[config.mk]
export PLATFORM = sky130hd
export DESIGN_NAME = seq_imul
export DESIGN_NICKNAME = d
export VERILOG_FILES = /design/src/rtl/seq_imul.sv
export SDC_FILE = /design/constraint.sdc
export NUM_CORES = 1
export LEC_CHECK = 0
export CAP_MARGIN = 5
export CELL_PAD_IN_SITES_DETAIL_PLACEMENT = 0
export CELL_PAD_IN_SITES_GLOBAL_PLACEMENT = 2
export CORE_UTILIZATION = 33
export CTS_BUF_LIST = sky130_fd_sc_hd__clkbuf_8
export DETAILED_ROUTE_END_ITERATION = 12
export GPL_ROUTABILITY_DRIVEN = 0
export HOLD_SLACK_MARGIN = 0.06
export PLACE_DENSITY = 0.81
export SYNTH_ARGS = -nofsm -noshare
export SYNTH_HDL_FRONTEND = slang
export SYNTH_SLANG_ARGS = --single-unit
export TNS_END_PERCENT = 10
[constraint.sdc]
create_clock -name Clock -period 2.11 [get_ports Clock]
set_clock_uncertainty 0.1 [all_clocks]
set_input_delay 0.422 -clock Clock [delete_from_list [all_inputs] [get_ports Clock]]
set_output_delay 0.422 -clock Clock [all_outputs]
set_load 0.02 [all_outputs]
[src/rtl/seq_imul.sv]
// seq_imul: radix-2 shift-and-add multiplier, signed/unsigned mode chosen per operation.
// Latency WIDTH+2 cycles from start edge to oDone; iStart is ignored while busy.
module seq_imul #(
   parameter int WIDTH = 4
) (
   input  logic               Clock,
   input  logic               Reset_n,
   input  logic               iStart,
   input  logic               iSigned,
   input  logic [WIDTH-1:0]   iA,
   input  logic [WIDTH-1:0]   iB,
   output logic               oBusy,
   output logic               oDone,
   output logic [2*WIDTH-1:0] oResult
);
   localparam int CW = $clog2(WIDTH);

   typedef enum logic [1:0] {IDLE, CALC, SIGN} state_t;

   state_t             state_q, state_d;
   logic [2*WIDTH-1:0] mcand_q, mcand_d;
   logic [2*WIDTH-1:0] acc_q, acc_d;
   logic [2*WIDTH-1:0] result_q, result_d;
   logic [WIDTH-1:0]   mplier_q, mplier_d;
   logic [WIDTH-1:0]   abs_a, abs_b;
   logic [CW-1:0]      cnt_q, cnt_d;
   logic               neg_q, neg_d;
   logic               done_q, done_d;
   logic               busy;

   // Signed operands are reduced to magnitudes; the sign is reapplied once in SIGN.
   // The most-negative value negates to itself, which read unsigned is 2^(WIDTH-1).
   assign abs_a = (iSigned && iA[WIDTH-1]) ? (~iA + WIDTH'(1)) : iA;
   assign abs_b = (iSigned && iB[WIDTH-1]) ? (~iB + WIDTH'(1)) : iB;

   always_ff @(posedge Clock or negedge Reset_n) begin
      if (!Reset_n) begin
         state_q  <= IDLE;
         mcand_q  <= '0;
         acc_q    <= '0;
         result_q <= '0;
         mplier_q <= '0;
         cnt_q    <= '0;
         neg_q    <= 1'b0;
         done_q   <= 1'b0;
      end else begin
         state_q  <= state_d;
         mcand_q  <= mcand_d;
         acc_q    <= acc_d;
         result_q <= result_d;
         mplier_q <= mplier_d;
         cnt_q    <= cnt_d;
         neg_q    <= neg_d;
         done_q   <= done_d;
      end
   end

   always_comb begin
      state_d  = state_q;
      mcand_d  = mcand_q;
      acc_d    = acc_q;
      result_d = result_q;
      mplier_d = mplier_q;
      cnt_d    = cnt_q;
      neg_d    = neg_q;
      done_d   = 1'b0;
      busy     = 1'b0;
      case (state_q)
         IDLE: begin
            if (iStart) begin
               mcand_d  = {{WIDTH{1'b0}}, abs_a};
               mplier_d = abs_b;
               neg_d    = iSigned & (iA[WIDTH-1] ^ iB[WIDTH-1]);
               acc_d    = '0;
               cnt_d    = '0;
               state_d  = CALC;
            end
         end
         CALC: begin
            busy = 1'b1;
            if (mplier_q[0]) begin
               acc_d = acc_q + mcand_q;
            end
            mcand_d  = mcand_q << 1;
            mplier_d = mplier_q >> 1;
            cnt_d    = cnt_q + CW'(1);
            if (cnt_q == CW'(WIDTH - 1)) begin
               state_d = SIGN;
            end
         end
         SIGN: begin
            busy     = 1'b1;
            result_d = neg_q ? (~acc_q + (2*WIDTH)'(1)) : acc_q;
            done_d   = 1'b1;
            state_d  = IDLE;
         end
         default: begin
            state_d = IDLE;
         end
      endcase
   end

   assign oBusy   = busy;
   assign oDone   = done_q;
   assign oResult = result_q;
endmodule

* Yosys cells after proc, flatten, opt, wreduce, memory -nomap -nowiden
Cells that the tools add are included.
W data, S select, Z words.
** Word-level totals
- Bits in registers :: 34
- Latch bits :: 0
- Bits in writable memories :: 0
- ROM bits :: 0
- Bits of input ports :: 12
- Output and inout port bits :: 10
- Word-level logic and storage cells :: 50
- Memories :: 0
** Cells by class
- Add/subtract/negate cells :: 5
- $mul :: 0
- Divide/modulo/power cells :: 0
- Magnitude comparators :: 0
- Equality and inequality tests :: 6
- Shifts and indexed selects :: 0
- Multiplexer cells :: 17
- Bitwise logic cells :: 5
- Reduce and logical (&&, ||, !) cells :: 9
** Operator list (number)
- $mux W8 :: 4
- $pmux W8 S2 :: 2
- $mux W4 :: 3
- $add A4 B1 Y4 const B :: 2
- $add A8 B1 Y8 const B :: 1
- $add A8 B8 Y8 :: 1
- $not A4 Y4 :: 2
- $not A8 Y8 :: 1
- $pmux W2 S2 :: 2
- $pmux W4 S2 :: 1
- $mux W2 :: 3
- $ne A2 B2 Y1 const B :: 3
- $reduce_and A2 Y1 :: 3
- $eq A2 B2 Y1 const B :: 2
- $reduce_and A3 Y1 :: 1
- $add A2 B1 Y2 const B :: 1
- $eq A2 B1 Y1 const B :: 1
- $logic_and A1 B1 Y1 :: 2
- $logic_not A2 Y1 :: 1
- $mux W1 :: 2
- $reduce_bool A2 Y1 :: 1
- $reduce_or A2 Y1 :: 1
- $and A1 B1 Y1 :: 1
- $xor A1 B1 Y1 :: 1

* Depth between registers and ports, before layout
- Depth after elaboration :: 5
- Mapped depth :: 8
- Depth with buffers taken out :: 7

* Worst setup path before layout
No wires, ideal clock.
- Kind :: register to register
- Start :: register acc_q[1]
- End :: register acc_q[7]
- Setup time :: 0.069 ns
- Arrival :: 1.848 ns
- Data required time :: 1.941 ns
- Slack :: 0.093 ns
- Stages on the path, launching flop included :: 7
- Buffers on the path :: 0
- Period minus slack after synthesis :: 2.017 ns
- Cell sequence :: dfrtp_1 ha_1 a211oi_1 o311a_1 or3_1 a211o_1 nand3_1
** Between the ends
- Word-level cells in the longest chain between the ends :: 3
** RTL lines
- from (decl) :: RTL line 22 : logic [2*WIDTH-1:0] acc_q, acc_d;
- from (signal assigned) :: RTL line 40 : acc_q <= '0;
- from (signal assigned) :: RTL line 49 : acc_q <= acc_d;
- $add A8 B8 Y8 :: RTL line 82 : acc_d = acc_q + mcand_q;
- $mux W8 :: RTL line 81 : if (mplier_q[0]) begin
- $pmux W8 S2 :: RTL line 68 : case (state_q)
No other way between the ends. The select of a mux whose other input is x is not followed.
A chain may end at the register's enable or synchronous reset.

* Worst setup path in the final report
- Start :: register mcand_q[4]
- End :: register acc_q[7]
** Between the ends
- Word-level cells in the longest chain between the ends :: 3
** RTL lines
- from (decl) :: RTL line 21 : logic [2*WIDTH-1:0] mcand_q, mcand_d;
- from (signal assigned) :: RTL line 48 : mcand_q <= mcand_d;
- $add A8 B8 Y8 :: RTL line 82
- $mux W8 :: RTL line 81
- $pmux W8 S2 :: RTL line 68
No other way between the ends. The select of a mux whose other input is x is not followed.

==> impl_results.md <==
- Outcome: finished, final reports clean
- Number of ports placed on the die boundary: 22
- Total power divided by cell area: 1500 nW/µm²
- Reg-to-reg critical path endpoint: acc_q[7]
- Post-synthesis average cell area: 9.52 µm²
- H-tree levels: 2
- Worst setup path startpoint: mcand_q[4]
- Fraction of registers with async set/reset: 1.00
- Yosys reg bits: 34
- Fraction of layout cells with a size suffix above 1: 0.161
- Type of element capturing the critical path: flip-flop
- Root buf cell: sky130_fd_sc_hd__clkbuf_8
- Number of hold violations in the final report: 0
- Final Cycle Share: 0.968
- Final Max Slew Viols: 0
- Area enclosed by the die boundary: 6110 µm²
- Highest achievable clock rate: 489 MHz
- Horizontal die dimension: 78.1 µm
- Launch instance of the worst register-to-register path: mcand_q[4]
- Post-synth EDFFs: 0
- Iteration-0 DRC Markers: 48
- Filler Cell Count: 569
- Worst path arrival time: 2.17 ns
- Flip-flop cell with the highest count after synthesis: sky130_fd_sc_hd__dfrtp_1
- Reg2reg setup slack: 0.07 ns
- CP Capture Point: acc_q[7]
- Via Count: 1596
- Antenna violations before repair: 0
- Avg Vias per Cell: 4.97
- Row count: 27
- First-pass GRT wire length: 7.45 mm
- VDD IR-drop max: 0.783 mV
- TritonCTS clock tree: yes
- Startpoint type of the worst setup path: flip-flop
- Overall routed net length: 4.32 mm
- N_diodes: 0
- Transition time at the pin with the least slew margin: 0.448 ns
- Number of unique standard cell types used by synthesis: 32
- Clock buffer depth: 2
- Clock sink count: 34
- Residual overflow from global routing: 0
- Total negative slack: 0 ns
- Core Region: 5540 µm²
- Category of the most critical setup path: flip-flop to flip-flop
- Synthesis warning total: 0
- Crit path max fanout: 3
- Area Growth Syn to Fin: 31.7%
- DP Wirelength: 3.28 mm
- Routed len/inst: 13.4 µm
- Top area cells in the synthesized netlist: sky130_fd_sc_hd__dfrtp_1 44%, sky130_fd_sc_hd__ha_1 9.2%, sky130_fd_sc_hd__a21oi_1 6.0%
- Largest net degree at the start of global routing: 35
- Vias in the first global route: 1576
- Share of Yosys cell area claimed by the top area cell type: 0.445
- Cell taking the most area after synthesis: sky130_fd_sc_hd__dfrtp_1
- First-pass detailed-route iteration total: 4
- Total track usage: 0.159
- Port-buffer cells: 21
- Hold_buf cts: 0
- Max-capacitance violation count: 0
- Sequential-to-total area share from yosys stat: 0.445
- Instance count after placement with tap cells included: 313
- Synth Instances: 201
- Nets in the synthesized netlist: 228
- Slew margin rel.: 0.701
- Count of cells along the worst register-to-register path: 6
- DR DRC count: 0
- Class of the most critical hold timing path: flip-flop to flip-flop
- Time the worst path needs with I/O delays and setup: 2.04 ns
- Leakage power summed over all cells: 1.16 nW
- Start point of the worst min-delay path: cnt_q[0]
- Post CTS Setup Buffer Count: 0
- TritonCTS Buffers: 5
- Initial standard-cell utilization of the core: 0.345
- Data required time of the critical path: 2.23 ns
- Synthesized area: 1910 µm²
- Vertical die dimension: 78.1 µm
- Final layout net count: 275
- Clock insertion delay at the later pin of the skew report: 0.29 ns
- Post-layout instance count excluding filler cells: 321
- Final hold slack: 0.406 ns
- Number of failing setup endpoints in the final timing report: 0
- Number of antenna-violating nets in the routed design: 0
- Clock transition at the register clock pins on the worst setup and hold paths after CTS: 0.07 ns
[flip-flops by register name (all words and copies together), names as in the netlist]
signal / count
neg_q: 1
acc_q: 8
state_q: 2
mcand_q: 8
oDone: 1
cnt_q: 2
oResult: 8
mplier_q: 4
[cell families after synthesis]
logic type      count (synthesis)  synth area share
compound gates                 69             0.224
simple gates                   50             0.118
flops                          34             0.445
buf+inv                        17            0.0347
fa+ha+maj                      15             0.102
xor+xnor                       12            0.0549
mux                             4            0.0216
[power by group]
group / leakage [nW] / switching [mW] / total, mW / internal (mW)
logic: 0.680 / 1.09 / 2.10 / 1.01
registers: 0.431 / 0.222 / 1.16 / 0.934
clock network: 0.0472 / 0.246 / 0.509 / 0.262
total: 1.16 / 1.56 / 3.77 / 2.21
[metrics by stage]
step	instance area (µm²)	total power, mW	util	worst slack (ns)
2_1_floorplan	1910	2.41	-	0.0926
3_3_place_gp	2370	3.19	0.428	0.0649
3_5_place_dp	2370	3.22	0.428	0.0375
4_1_cts	2470	3.73	0.445	0.0121
5_1_grt	2520	4.13	0.455	-0.00232
6_report	2520	3.77	0.455	0.0670
[layout by cell type (no fill, tap or decap), drive strengths merged, types with 2 or more instances in the layout]
master / instances
dfrtp: 34
buf: 24
a21oi: 23
clkdlybuf4s50: 20
nand2: 19
o21ai: 18
nor2: 14
ha: 14
inv: 12
a22o: 7
xor2: 7
o22ai: 6
clkbuf: 6
or3: 6
xnor2: 5
nand3: 4
o31ai: 4
nand2b: 3
mux2i: 3
nor2b: 2
a21o: 2
nand4: 2
a41o: 2
[worst min-delay path by stage]
stage,to,slack (ns),cells after the start
after floorplan,acc_q[0],0.03,0
after global placement,cnt_q[0],0.39,1
after detailed placement,cnt_q[0],0.40,1
after CTS,cnt_q[0],0.41,1
after global routing,cnt_q[0],0.43,1
final,cnt_q[0],0.41,1
[critical path, stage by stage (launching register included)]
cell and delay, ns:
sky130_fd_sc_hd__dfrtp_1 0.43, sky130_fd_sc_hd__ha_4 0.30, sky130_fd_sc_hd__nand2_2 0.05, sky130_fd_sc_hd__o311a_1 0.35
sky130_fd_sc_hd__or3_4 0.37, sky130_fd_sc_hd__a211o_1 0.30, sky130_fd_sc_hd__nand3_1 0.08
[cells in the mapped netlist (all sizes together), types with 4 or more instances]
master / instances
dfrtp: 34
or3: 6
inv: 12
o21ai: 18
o22ai: 6
nand2: 19
xor2: 7
a22o: 7
a21oi: 23
ha: 14
o31ai: 4
xnor2: 5
nand3: 4
nor2: 14
[metal layers]
metal	global-route usage	share of wire	vias up
met1	0.200	0.48	748
met5	0	0	-
met4	0.0667	0.015	0
li1	-	-	818
met3	0.0349	0.027	7
met2	0.261	0.48	23
[timing repair]
item	4_1_cts	5_1_grt
resized for setup	1	7
pin swaps	0	3
setup endpoints to repair	1	2
gates cloned	0	0
[layout make-up]
class | count | area (µm²) | area share
repair buffers | 45 | 389 | 0.154
clock buffers | 6 | 82.6 | 0.0328
inverters | 12 | 45.0 | 0.0179
flip-flops and latches | 34 | 851 | 0.338
multi-input cells | 150 | 1050 | 0.417
well taps | 72 | 90.1 | 0.0357
clock inverters | 2 | 12.5 | 0.00497
Power figures use the tool's default switching activity.
